### src/rtl/cmp_branch_if.sv
// cmp_branch_if: compare/branch bus between the decoder (master) and cmp_branch_unit (slave).
//   eq, lt, gt : comparator result for the current compare
//   flag_we    : compare instruction, latch eq/lt/gt
//   br_valid   : branch instruction present
//   br_cond    : branch condition code
//   br_target  : absolute branch target
//   stall      : freeze the unit
//   pc         : current fetch address
//   flags      : latched flags {gt,lt,eq}
//   taken      : one-cycle pulse after a taken branch
//   flush      : squash the wrong-path instruction
//   err        : sticky, a latched flag set was not one-hot
interface cmp_branch_if;
    logic       eq;
    logic       lt;
    logic       gt;
    logic       flag_we;
    logic       br_valid;
    logic [2:0] br_cond;
    logic [7:0] br_target;
    logic       stall;
    logic [7:0] pc;
    logic [2:0] flags;
    logic       taken;
    logic       flush;
    logic       err;
    modport master (
        output eq, lt, gt, flag_we, br_valid, br_cond, br_target, stall,
        input  pc, flags, taken, flush, err
    );
    modport slave (
        input  eq, lt, gt, flag_we, br_valid, br_cond, br_target, stall,
        output pc, flags, taken, flush, err
    );
endinterface

### src/rtl/cmp_branch_unit.sv
// cmp_branch_unit: flag register, branch resolver and program counter with post-branch flush.
//   clk   : clock, rising edge
//   rst_n : synchronous active-low reset
//   bus   : cmp_branch_if slave (compare/branch inputs, pc/flags/taken/flush/err outputs)
module cmp_branch_unit #(
    parameter logic [7:0] RESET_PC     = 8'h00,
    parameter int         FLUSH_CYCLES = 1
) (
    input logic         clk,
    input logic         rst_n,
    cmp_branch_if.slave bus
);
    typedef enum logic {RUN, FLSH} state_t;
    state_t     state, state_n;
    logic [1:0] cnt, cnt_n;
    logic [7:0] pc, pc_n;
    logic [2:0] flags, flags_n;
    logic       taken, taken_n;
    logic       err, err_n;
    logic [2:0] cur, eff;
    logic       one_hot, take;
    assign cur     = {bus.gt, bus.lt, bus.eq};
    // a compare in the same cycle forwards its result to the branch
    assign eff     = bus.flag_we ? cur : flags;
    assign one_hot = (cur == 3'b001) || (cur == 3'b010) || (cur == 3'b100);
    assign take    = bus.br_cond == 3'd0 ? 1'b1 :
                     bus.br_cond == 3'd1 ? eff[0] :
                     bus.br_cond == 3'd2 ? !eff[0] :
                     bus.br_cond == 3'd3 ? eff[1] :
                     bus.br_cond == 3'd4 ? eff[2] :
                     bus.br_cond == 3'd5 ? eff[1] | eff[0] :
                     bus.br_cond == 3'd6 ? eff[2] | eff[0] : 1'b0;
    always_comb begin
        state_n = state;
        cnt_n   = cnt;
        pc_n    = pc;
        flags_n = flags;
        err_n   = err;
        taken_n = 1'b0;
        if (!bus.stall) begin
            pc_n = pc + 8'd1;
            if (state == RUN) begin
                if (bus.flag_we) begin
                    flags_n = cur;
                    err_n   = err | !one_hot;
                end
                if (bus.br_valid && take) begin
                    pc_n    = bus.br_target;
                    taken_n = 1'b1;
                    state_n = FLSH;
                    cnt_n   = 2'(FLUSH_CYCLES - 1);
                end
            end else begin
                state_n = cnt == 2'd0 ? RUN : FLSH;
                cnt_n   = cnt == 2'd0 ? cnt : cnt - 2'd1;
            end
        end
    end
    always_ff @(posedge clk) begin
        if (!rst_n) begin
            state <= RUN;
            cnt   <= 2'd0;
            pc    <= RESET_PC;
            flags <= 3'b000;
            taken <= 1'b0;
            err   <= 1'b0;
        end else begin
            state <= state_n;
            cnt   <= cnt_n;
            pc    <= pc_n;
            flags <= flags_n;
            taken <= taken_n;
            err   <= err_n;
        end
    end
    assign bus.pc    = pc;
    assign bus.flags = flags;
    assign bus.taken = taken;
    assign bus.flush = state == FLSH;
    assign bus.err   = err;
endmodule
### src/flat_wrapper.sv
// flat-port wrapper written by rule: the top's interface ports become plain ports
module cmp_branch_unit_flat 
#(
    parameter logic [7:0] RESET_PC     = 8'h00,
    parameter int         FLUSH_CYCLES = 1
)
  (clk, rst_n, bus_eq, bus_lt, bus_gt, bus_flag_we, bus_br_valid, bus_br_cond, bus_br_target, bus_stall, bus_pc, bus_flags, bus_taken, bus_flush, bus_err);
  cmp_branch_if bus_i ();
  input logic clk;
  input logic rst_n;
  input wire logic [$bits(bus_i.eq)-1:0] bus_eq;
  input wire logic [$bits(bus_i.lt)-1:0] bus_lt;
  input wire logic [$bits(bus_i.gt)-1:0] bus_gt;
  input wire logic [$bits(bus_i.flag_we)-1:0] bus_flag_we;
  input wire logic [$bits(bus_i.br_valid)-1:0] bus_br_valid;
  input wire logic [$bits(bus_i.br_cond)-1:0] bus_br_cond;
  input wire logic [$bits(bus_i.br_target)-1:0] bus_br_target;
  input wire logic [$bits(bus_i.stall)-1:0] bus_stall;
  output wire logic [$bits(bus_i.pc)-1:0] bus_pc;
  output wire logic [$bits(bus_i.flags)-1:0] bus_flags;
  output wire logic [$bits(bus_i.taken)-1:0] bus_taken;
  output wire logic [$bits(bus_i.flush)-1:0] bus_flush;
  output wire logic [$bits(bus_i.err)-1:0] bus_err;
  assign bus_i.eq = bus_eq;
  assign bus_i.lt = bus_lt;
  assign bus_i.gt = bus_gt;
  assign bus_i.flag_we = bus_flag_we;
  assign bus_i.br_valid = bus_br_valid;
  assign bus_i.br_cond = bus_br_cond;
  assign bus_i.br_target = bus_br_target;
  assign bus_i.stall = bus_stall;
  assign bus_pc = bus_i.pc;
  assign bus_flags = bus_i.flags;
  assign bus_taken = bus_i.taken;
  assign bus_flush = bus_i.flush;
  assign bus_err = bus_i.err;
  cmp_branch_unit #(.RESET_PC(RESET_PC), .FLUSH_CYCLES(FLUSH_CYCLES)) u_core (.clk(clk), .rst_n(rst_n), .bus(bus_i));
endmodule
### config.mk
export PLATFORM = sky130hd
export DESIGN_NAME = cmp_branch_unit_flat
export DESIGN_NICKNAME = d
export VERILOG_FILES = /design/src/rtl/cmp_branch_if.sv /design/src/rtl/cmp_branch_unit.sv /design/src/flat_wrapper.sv
export SDC_FILE = /design/constraint.sdc
export NUM_CORES = 1
export LEC_CHECK = 0
export BUFFER_PORTS_ARGS = -buffer_cell sky130_fd_sc_hd__buf_2
export CORE_ASPECT_RATIO = 0.75
export CORE_MARGIN = 2
export CORE_UTILIZATION = 45
export DETAILED_ROUTE_END_ITERATION = 6
export GPL_TIMING_DRIVEN = 0
export PLACE_DENSITY_LB_ADDON = 0.12
export SLEW_MARGIN = 10
export SYNTH_ARGS = -nofsm -noshare
export SYNTH_HDL_FRONTEND = slang
export SYNTH_SLANG_ARGS = --single-unit
### constraint.sdc
create_clock -name clk -period 2.39 [get_ports clk]
set_input_delay 0.5975 -clock clk [delete_from_list [all_inputs] [get_ports clk]]
set_output_delay 0.5975 -clock clk [all_outputs]
set_load 0.005 [all_outputs]
### Word-level counts from Yosys, hierarchy flattened

Index checks and enable logic that the tools add are counted.

| word-level totals | value |
|---|---|
| bits in registers | 16 |
| input port bits | 19 |
| output and inout port bits | 14 |
| logic and storage cells | 52 |

| operators by class | value |
|---|---|
| add/subtract/negate cells | 2 |
| equality and inequality tests | 10 |
| mux-type cells | 16 |
| bitwise operators | 6 |
| reductions and logical operators | 12 |

Operators by type and width:

| operator | count |
|---|---|
| two-way mux 8 bit | 2 |
| == test 3 bit (second input constant) | 4 |
| two-way mux 1 bit | 10 |
| == test 3 x 2 -> 1 bit (second input constant) | 3 |
| adder 8 x 1 -> 8 bit (second input constant) | 1 |
| == test 3 x 1 -> 1 bit (second input constant) | 2 |
| two-way mux 2 bit | 3 |
| AND reduction 3 bit | 2 |
| logical NOT 3 bit | 1 |
| two-way mux 3 bit | 1 |
| NOT 1 bit | 3 |
| bitwise OR 1 bit | 3 |
| OR reduction 3 bit | 1 |
| logical NOT 1 bit | 2 |
| logical NOT 2 bit | 1 |
| logical OR 1 bit | 2 |
| != test 2 bit (second input constant) | 1 |
| AND reduction 2 bit | 1 |
| nonzero test 2 bit | 1 |
| subtractor 2 x 1 -> 2 bit (second input constant) | 1 |
| logical AND 1 bit | 1 |

### Depth between registers and ports, before layout

Gate-level depths: netlist (run 1).

| depth | value |
|---|---|
| word-level depth | 12 |
| mapped depth | 7 |
| depth with buffers taken out | 7 |

### Least setup slack after synthesis (run 1)

No wires, ideal clock.

| timing path | value |
|---|---|
| path kind | input to register |
| from | in bus_flag_we |
| to | reg u_core.pc[3], in the netlist u_core.bus.pc[3] |
| setup time | 0.074 ns |
| data arrival time | 2.080 ns |
| required time | 2.316 ns |
| slack | 0.236 ns |
| stages | 6 |
| path buffers | 1 |
| cell sequence | mux2_4 and3_4 o31a_1 buf_6 or4_1 a31oi_1 |

| on the way | value |
|---|---|
| longest elaborated chain between the ends | 12 |
| elaborated cells on any way between the ends | 14 |
| classes of those cells | mux: 10; bitwise: 2; reduce/logical: 2 |

Ends and longest elaborated chain:

| item | line | text |
|---|---|---|
| start: declaration | flat_wrapper.sv:14 | `input wire logic [$bits(bus_i.flag_we)-1:0] bus_flag_we;` |
| two-way mux 3 bit * | -- |  |
| bitwise OR 1 bit | cmp_branch_unit.sv:32 | `bus.br_cond == 3'd6 ? eff[2] \| eff[0] : 1'b0;` |
| two-way mux 1 bit | cmp_branch_unit.sv:32 |  |
| two-way mux 1 bit | cmp_branch_unit.sv:31 | `bus.br_cond == 3'd5 ? eff[1] \| eff[0] :` |
| two-way mux 1 bit | cmp_branch_unit.sv:30 | `bus.br_cond == 3'd4 ? eff[2] :` |
| two-way mux 1 bit | cmp_branch_unit.sv:29 | `bus.br_cond == 3'd3 ? eff[1] :` |
| two-way mux 1 bit | cmp_branch_unit.sv:28 | `bus.br_cond == 3'd2 ? !eff[0] :` |
| two-way mux 1 bit * | cmp_branch_unit.sv:27 | `bus.br_cond == 3'd1 ? eff[0] :` |
| two-way mux 1 bit * | cmp_branch_unit.sv:26 | `assign take = bus.br_cond == 3'd0 ? 1'b1 :` |
| logical AND 1 bit * | cmp_branch_unit.sv:47 | `if (bus.br_valid && take) begin` |
| two-way mux 8 bit * | cmp_branch_unit.sv:47 |  |
| two-way mux 8 bit * | cmp_branch_unit.sv:42 | `if (state == RUN) begin` |
| end signal: assignment | cmp_branch_unit.sv:70 | `pc <= pc_n;` |
| end: declaration | cmp_branch_unit.sv:16 | `logic [7:0] pc, pc_n;` |

Every way passes the cells marked *; elsewhere a longest branch is shown, timed or not.
A chain may end at the register's enable or synchronous reset.

### Worst setup path after layout (run 1)

Same ends and word-level chain as after synthesis.

==> flow_metrics.py, run 1 <==
metrics = {
    "outcome": {
        "outcome": "complete, no violations",
    },
    "yosys": {
        "synth_top_area_share": 0.3502,
        "synth_edf_count": 0,
        "synth_cell_types": 36,
        "yosys_warnings": 0,
        "synthArstFlopShare": 0,
        "synth.area.top_cells": "dfxtp_1, nand3_1, nand2_1",
        "syn_area_um2": 914.6,
        "yosys_most_used_dff": "dfxtp_1",
        "syn_inst": 114,
        "synth_top_area_cell": "dfxtp_1",
        "synth_seq_area_share": 0.3502,
        "avgSynthCellArea_um2": 8.023,
        "ys_ff_latch": 16,
        "syn-num-nets": 135,
    },
    "setup_path": {
        "crit_chain": "buf_2 -> mux2_2 -> a21boi_1 -> o31a_1 -> buf_6 -> or4_1 -> a31oi_1",
        "crit_fanout": 10,
        "max_stage_delay_ns": 0.47,
        "worstSetupStartpointType": "primary input",
        "r2r_cells": 6,
        "path_class": "in2reg",
        "worstPathRequired_ns": 2.62,
        "worst_path_max_delay_cell": "or4_1",
        "end_kind": "flip-flop",
        "arrival_ns": 2.36,
    },
    "cts": {
        "cts-root-buf": "clkbuf_4",
        "clockBufferDepth": 2,
        "cts_buffers": 3,
        "path_clk_slew_ns": 0.10,
        "clock-sinks": 16,
        "cts_tree": "done",
        "cts-htree-levels": 1,
        "clk_latency_ns": 0.29,
        "hold_buffers": 0,
    },
    "place": {
        "dp.cells": 169,
        "place.port_buffers": 31,
        "hpwl_mm": 1.688,
        "gp_congestion": 0.7501,
        "post-place-ws_ns": -0.1912,
        "place_area_mm2": 0.001100,
    },
    "final_layout": {
        "stdcell_area_mm2": 0.001141,
        "synthToLayoutAreaGrowth_pct": 24.76,
        "diodes": 0,
        "regArea_um2": 320.3,
        "multiInputGateArea_um2": 548.0,
        "drive_gt1_frac": 0.2953,
        "nets": 171,
        "fill_cells": 180,
        "finalNonFillerCells": 173,
    },
    "sta": {
        "min_period_over_period": 0.8924,
        "max_freq_ghz": 0.4689,
        "skew_ns": 0.003285,
        "tightest_slew_ns": 0.6938,
        "setup_slack_ns": 0.2572,
        "rsz0062_at_grt": "no",
        "relSlewSlack": 0.5347,
        "setup_viol": 0,
        "hold_viol": 0,
        "finalMaxSlewViolations": 0,
        "min_period_ns": 2.133,
    },
    "global_route": {
        "antenna_found_initial": 0,
        "grt_usage": 0.1988,
        "gr-total-overflow": 0,
        "grt_pass1_vias": 845,
        "grt_pass1_wl_mm": 3.739,
        "grt_max_degree": 11,
    },
    "detailed_routing": {
        "drtAntennaViolNets": 0,
        "finalWirelength_mm": 2.259,
        "dr_total_vias": 979,
        "first_pass_iters": 4,
        "drc_errors": 0,
        "drt_iter0_markers": 62,
        "viasPerCell": 5.659,
        "wire_per_inst_um": 13.06,
    },
    "job": {
        "maxCapViolCount": 0,
    },
    "power_and_ir_drop": {
        "p_per_area_mw_per_mm2": 523.9,
        "p_total_mw": 0.5978,
        "leakage_nw": 0.5003,
        "ir_drop_mv": 0.3357,
    },
    "floorplanning": {
        "core-area_mm2": 0.001962,
        "initial_core_util": 0.4662,
        "fp.dieW_um": 56.06,
        "rows": 14,
        "ios": 33,
        "die_h_um": 43.05,
        "dieArea_mm2": 0.002413,
    },
    "worst_hold_path": {
        "hold_path.class": "reg2reg",
        "whs_path_depth": 1,
    },
}
## worst paths after layout
check                                                 startpoint                       endpoint  slack, ns
worst max register to register  u_core.bus.flags[1]$_SDFFE_PN0P_  u_core.bus.pc[3]$_SDFFE_PN0N_       0.43
worst min register to register        u_core.cnt[0]$_SDFFE_PN0P_     u_core.cnt[0]$_SDFFE_PN0P_       0.47
worst min-delay path                  u_core.cnt[0]$_SDFFE_PN0P_     u_core.cnt[0]$_SDFFE_PN0P_       0.47
worst max-delay path                                 bus_flag_we  u_core.bus.pc[3]$_SDFFE_PN0N_       0.26
## state kept, by name (all words and copies together), names as in the netlist
| name | flops |
|---|---|
| u_core.bus.taken | 1 |
| u_core.bus.err | 1 |
| u_core.bus.pc | 8 |
| u_core.cnt | 2 |
| u_core.bus.flags | 3 |
| u_core.bus.flush | 1 |
## cells by family (layout without fill, tap and decap cells)
| kind of cell | after synthesis | in the layout | synth area share |
|---|---|---|---|
| buffers and inverters | 10 | 45 | 0.05609 |
| DFF | 16 | 16 | 0.3502 |
| AOI/OAI and AO/OA | 28 | 28 | 0.1888 |
| muxes | 6 | 6 | 0.07250 |
| and+or+nand+nor | 50 | 50 | 0.2859 |
| adders and majority gates | 2 | 2 | 0.02736 |
| xor gates and xnor gates | 2 | 2 | 0.01916 |
## through the flow
step | TNS [ns] | hold WS [ns] | util
detailed placement | -1.409 | 0.4477 | 0.5606
global placement | -1.299 | 0.4348 | 0.5606
CTS | 0 | 0.4619 | 0.5791
finish | 0 | 0.4650 | 0.5816
floorplan | 0 | 0.4204 | -
global route | 0 | 0.4914 | 0.5816
## placed cells by master, fill, tap and decap left out, types with 2 or more instances in the layout
master,instances
buf_2,33
dfxtp_1,16
nand2_1,14
nand3_1,11
o21ai_0,10
a31oi_1,8
nor2_1,6
inv_1,5
mux2i_1,4
a21oi_1,3
or4_1,3
clkbuf_4,3
xor2_1,2
nor2b_1,2
nor3_1,2
and2_1,2
nor3b_1,2
a41oi_1,2
ha_1,2
## cells in the mapped netlist, types with 2 or more instances
cell,count
a31oi_1,8
nor2_1,6
and2_1,2
or4_1,3
inv_1,5
mux2i_1,4
o21ai_0,10
ha_1,2
a21oi_1,3
nor2b_1,2
buf_2,2
nor3_1,2
nand2_1,14
a41oi_1,2
nor3b_1,2
xor2_1,2
nand3_1,11
dfxtp_1,16
## where the power goes
part	total [mW]	internal [mW]	switching (mW)
logic	0.117	0.0561	0.0606
registers	0.298	0.282	0.0165
clock network	0.183	0.0928	0.0900
total	0.598	0.431	0.167
## timing repair
action,in CTS,in global routing
resized for setup,0,1
endpoints found under the setup margin,0,4
setup buffers,0,0
## critical path, delay by kind of cell
family                 cells  cell delay [ns]
AO/OA/AOI/OAI              3             0.65
AND/OR/NAND/NOR            1             0.47
multiplexers               1             0.35
buffers and inverters      2             0.29
## final cells by class
class | instances | share of cell area
Inverter | 5 | 0.01645
Tap cell | 24 | 0.02632
Clock buffer | 4 | 0.03180
Timing Repair Buffer | 31 | 0.1360
Sequential cell | 16 | 0.2807
Multi-Input combinational cell | 88 | 0.4803
Buffer | 5 | 0.02851
## layer usage
metal / track usage / share of wire / vias up
li1: - / - / 487
met4: 0.07143 / 0.0058 / 0
met3: 0.05183 / 0.073 / 2
met5: 0 / 0 / -
met2: 0.3176 / 0.45 / 36
met1: 0.2603 / 0.47 / 454
No activity file was read; power rests on OpenSTA's default activity.
==> run 2: changes to the inputs <==
--- a/config.mk
+++ b/config.mk
@@ -10,3 +10,3 @@
 export CORE_MARGIN = 2
-export CORE_UTILIZATION = 45
+export CORE_UTILIZATION = 48
 export DETAILED_ROUTE_END_ITERATION = 6
==> constraint.sdc (replaced) <==
create_clock -name clk -period 2.39 [get_ports clk]
set_input_delay 0.239 -clock clk [delete_from_list [all_inputs] [get_ports clk]]
set_output_delay 0.239 -clock clk [all_outputs]
set_load 0.005 [all_outputs]
==> run 2 against run 1 <==
Effect of this change: wire length is 2.3% higher; clock power hardly changed; non-clock buffer count stayed put; register-to-register slack better by 0.03 ns; hold slack worse by 0.26 ns; final area is 0.22% lower; fmax is 11% higher; power is 0.14% lower.
==> flow_metrics.py, run 2 (synthesis results as in run 1) <==
metrics = {
    "sta": {
        "tightest_slew_ns": 0.7630,
        "max_freq_ghz": 0.5186,
        "setup_viol": 0,
        "tns_ns": 0,
        "relSlewSlack": 0.4902,
        "skew_ns": 0.008778,
        "min_period_ns": 1.928,
        "rsz0062_at_grt": "no",
        "min_period_over_period": 0.8068,
        "finalMaxSlewViolations": 0,
        "hold_viol": 0,
    },
    "place": {
        "hpwl_mm": 1.712,
        "place.port_buffers": 31,
        "place_area_mm2": 0.001097,
        "dp.cells": 167,
        "gp_congestion": 0.8248,
    },
    "power_and_ir_drop": {
        "p_total_mw": 0.5970,
        "p_per_area_mw_per_mm2": 524.3,
        "ir_drop_mv": 0.4003,
        "clkPwrFrac": 0.306,
        "p_int_mw": 0.4307,
        "pwr-share-seq": 0.500,
        "power_frac_comb": 0.194,
        "netSwitchingPower_mw": 0.1663,
        "leakage_nw": 0.5003,
        "swShare": 0.2786,
    },
    "outcome": {
        "outcome": "complete, no violations",
    },
    "floorplanning": {
        "initial_core_util": 0.5207,
        "dieArea_mm2": 0.002274,
        "ios": 33,
        "core-area_mm2": 0.001757,
        "die_h_um": 41.81,
        "rows": 13,
        "fp.dieW_um": 54.41,
    },
    "global_route": {
        "grt_max_degree": 11,
        "antenna_found_initial": 0,
        "gr-total-overflow": 0,
        "grt_usage": 0.2170,
        "grt_pass1_wl_mm": 3.732,
        "grt_pass1_vias": 847,
    },
    "setup_path": {
        "path_depth": 6,
        "end_kind": "flip-flop",
        "arrival_ns": 2.15,
        "r2r_cells": 6,
        "worst-path-buf-inv": 1,
        "endpoint": "u_core.bus.pc[3]$_SDFFE_PN0N_",
        "worstSetupStartpointType": "flip-flop",
        "reg2reg_to": "u_core.bus.pc[3]$_SDFFE_PN0N_",
        "worstSetupStartpoint": "u_core.bus.flags[1]$_SDFFE_PN0P_",
        "crit_chain": "mux2_4 -> and3_4 -> o31a_1 -> buf_6 -> or4_1 -> a31oi_1",
        "worst_path_max_delay_cell": "or4_1",
        "max_stage_delay_ns": 0.46,
        "r2r_slack_ns": 0.46,
        "worstPathRequired_ns": 2.61,
        "critPathTopFamily": "simple AND/OR/NAND/NOR gates",
        "r2r_start": "u_core.bus.flags[1]$_SDFFE_PN0P_",
        "crit_fanout": 10,
        "path_class": "reg2reg",
    },
    "final_layout": {
        "fill_cells": 155,
        "drive_gt1_frac": 0.2953,
        "top_register": "u_core.bus.pc",
        "stdcell_area_mm2": 0.001139,
        "layout_common_cells": "buf_2, dfxtp_1, nand2_1, nand3_1, o21ai_0",
        "largest_reg_flops": 8,
        "finalNonFillerCells": 171,
        "nets": 171,
        "diodes": 0,
        "top_regs": "u_core.bus.pc x8, u_core.bus.flags x3, u_core.cnt x2",
        "final_common_cell": "buf_2",
        "synthToLayoutAreaGrowth_pct": 24.49,
    },
    "worst_hold_path": {
        "min_from": "bus_br_target[1]",
        "hold_path.class": "in2reg",
    },
    "detailed_routing": {
        "drt_iter0_markers": 12,
        "viasPerCell": 5.632,
        "finalWirelength_mm": 2.310,
        "drc_errors": 0,
        "dr_total_vias": 963,
        "wire_per_inst_um": 13.51,
        "first_pass_iters": 4,
        "drtAntennaViolNets": 0,
    },
    "cts": {
        "clk_latency_ns": 0.29,
        "cts-root-buf": "clkbuf_4",
        "clock-sinks": 16,
        "clockBufferDepth": 2,
        "hold_buffers": 0,
        "cts-htree-levels": 1,
        "path_clk_slew_ns": 0.09,
        "cts_buffers": 3,
        "cts_tree": "done",
    },
    "job": {
        "maxCapViolCount": 0,
    },
}
[run 2: cell counts in the layout (fill, tap and decap cells not counted)]
Identical to the previous run, type by type.
[run 2: final cells by class]
class | instances | area, um^2 | share of cell area
plain buffers | 5 | 32.53 | 0.02857
inverters | 5 | 18.77 | 0.01648
repair buffers | 31 | 155.1 | 0.1363
well taps | 22 | 27.53 | 0.02418
multi-input cells | 88 | 548.0 | 0.4813
clock buffers | 4 | 36.28 | 0.03187
flip-flops and latches | 16 | 320.3 | 0.2813
[run 2: power groups by stage]
stage	Clock (mW)	Sequential, mW	Combinational [mW]
4_1_cts	0.185	0.298	0.115
2_1_floorplan	0	0.303	0.0648
3_3_place_gp	0	0.304	0.110
5_1_grt	0.196	0.301	0.129
6_report	0.183	0.298	0.116
3_5_place_dp	0	0.304	0.114
[run 2: what timing repair did]
| action | in CTS | in global routing |
|---|---|---|
| setup endpoints to repair | 0 | 3 |
| buffers inserted | 0 | 0 |
| resized for setup | 0 | 1 |
[run 2: worst register-to-register path, cell delays in order (launching register included)]
cell and delay [ns]:
dfxtp_1 0.33, mux2_4 0.26, and3_4 0.17, o31a_1 0.33, buf_6 0.16, or4_1 0.46
a31oi_1 0.16
[run 2: worst min path at each step]
stage          cells past startpoint                       endpoint  slack, ns
2_1_floorplan                      2     u_core.cnt[0]$_SDFFE_PN0P_       0.36
3_3_place_gp                       1     u_core.cnt[0]$_SDFFE_PN0P_       0.43
3_5_place_dp                       1     u_core.cnt[0]$_SDFFE_PN0P_       0.46
4_1_cts                            3  u_core.bus.pc[1]$_SDFFE_PN0N_       0.20
5_1_grt                            3  u_core.bus.pc[0]$_SDFFE_PN0N_       0.21
6_report                           3  u_core.bus.pc[1]$_SDFFE_PN0N_       0.20
[run 2: layer usage]
layer	global-route usage	routed length [um]	part of all wire	vias up
li1	-	-	-	484
met1	0.3073	1075	0.47	443
met2	0.3349	1095	0.47	34
met3	0.05396	133	0.058	2
met4	0.03500	6	0.0026	0
met5	0	0	0	-
[run 2: metrics by stage]
stage	setup slack, ns	utilization	hold slack, ns
floorplan	0.5399	-	0.3552
CTS	0.1434	0.6453	0.1964
global placement	0.1505	0.6246	0.4343
detailed placement	0.06850	0.6246	0.4609
finish	0.4618	0.6481	0.2024
global route	0.3544	0.6481	0.2066
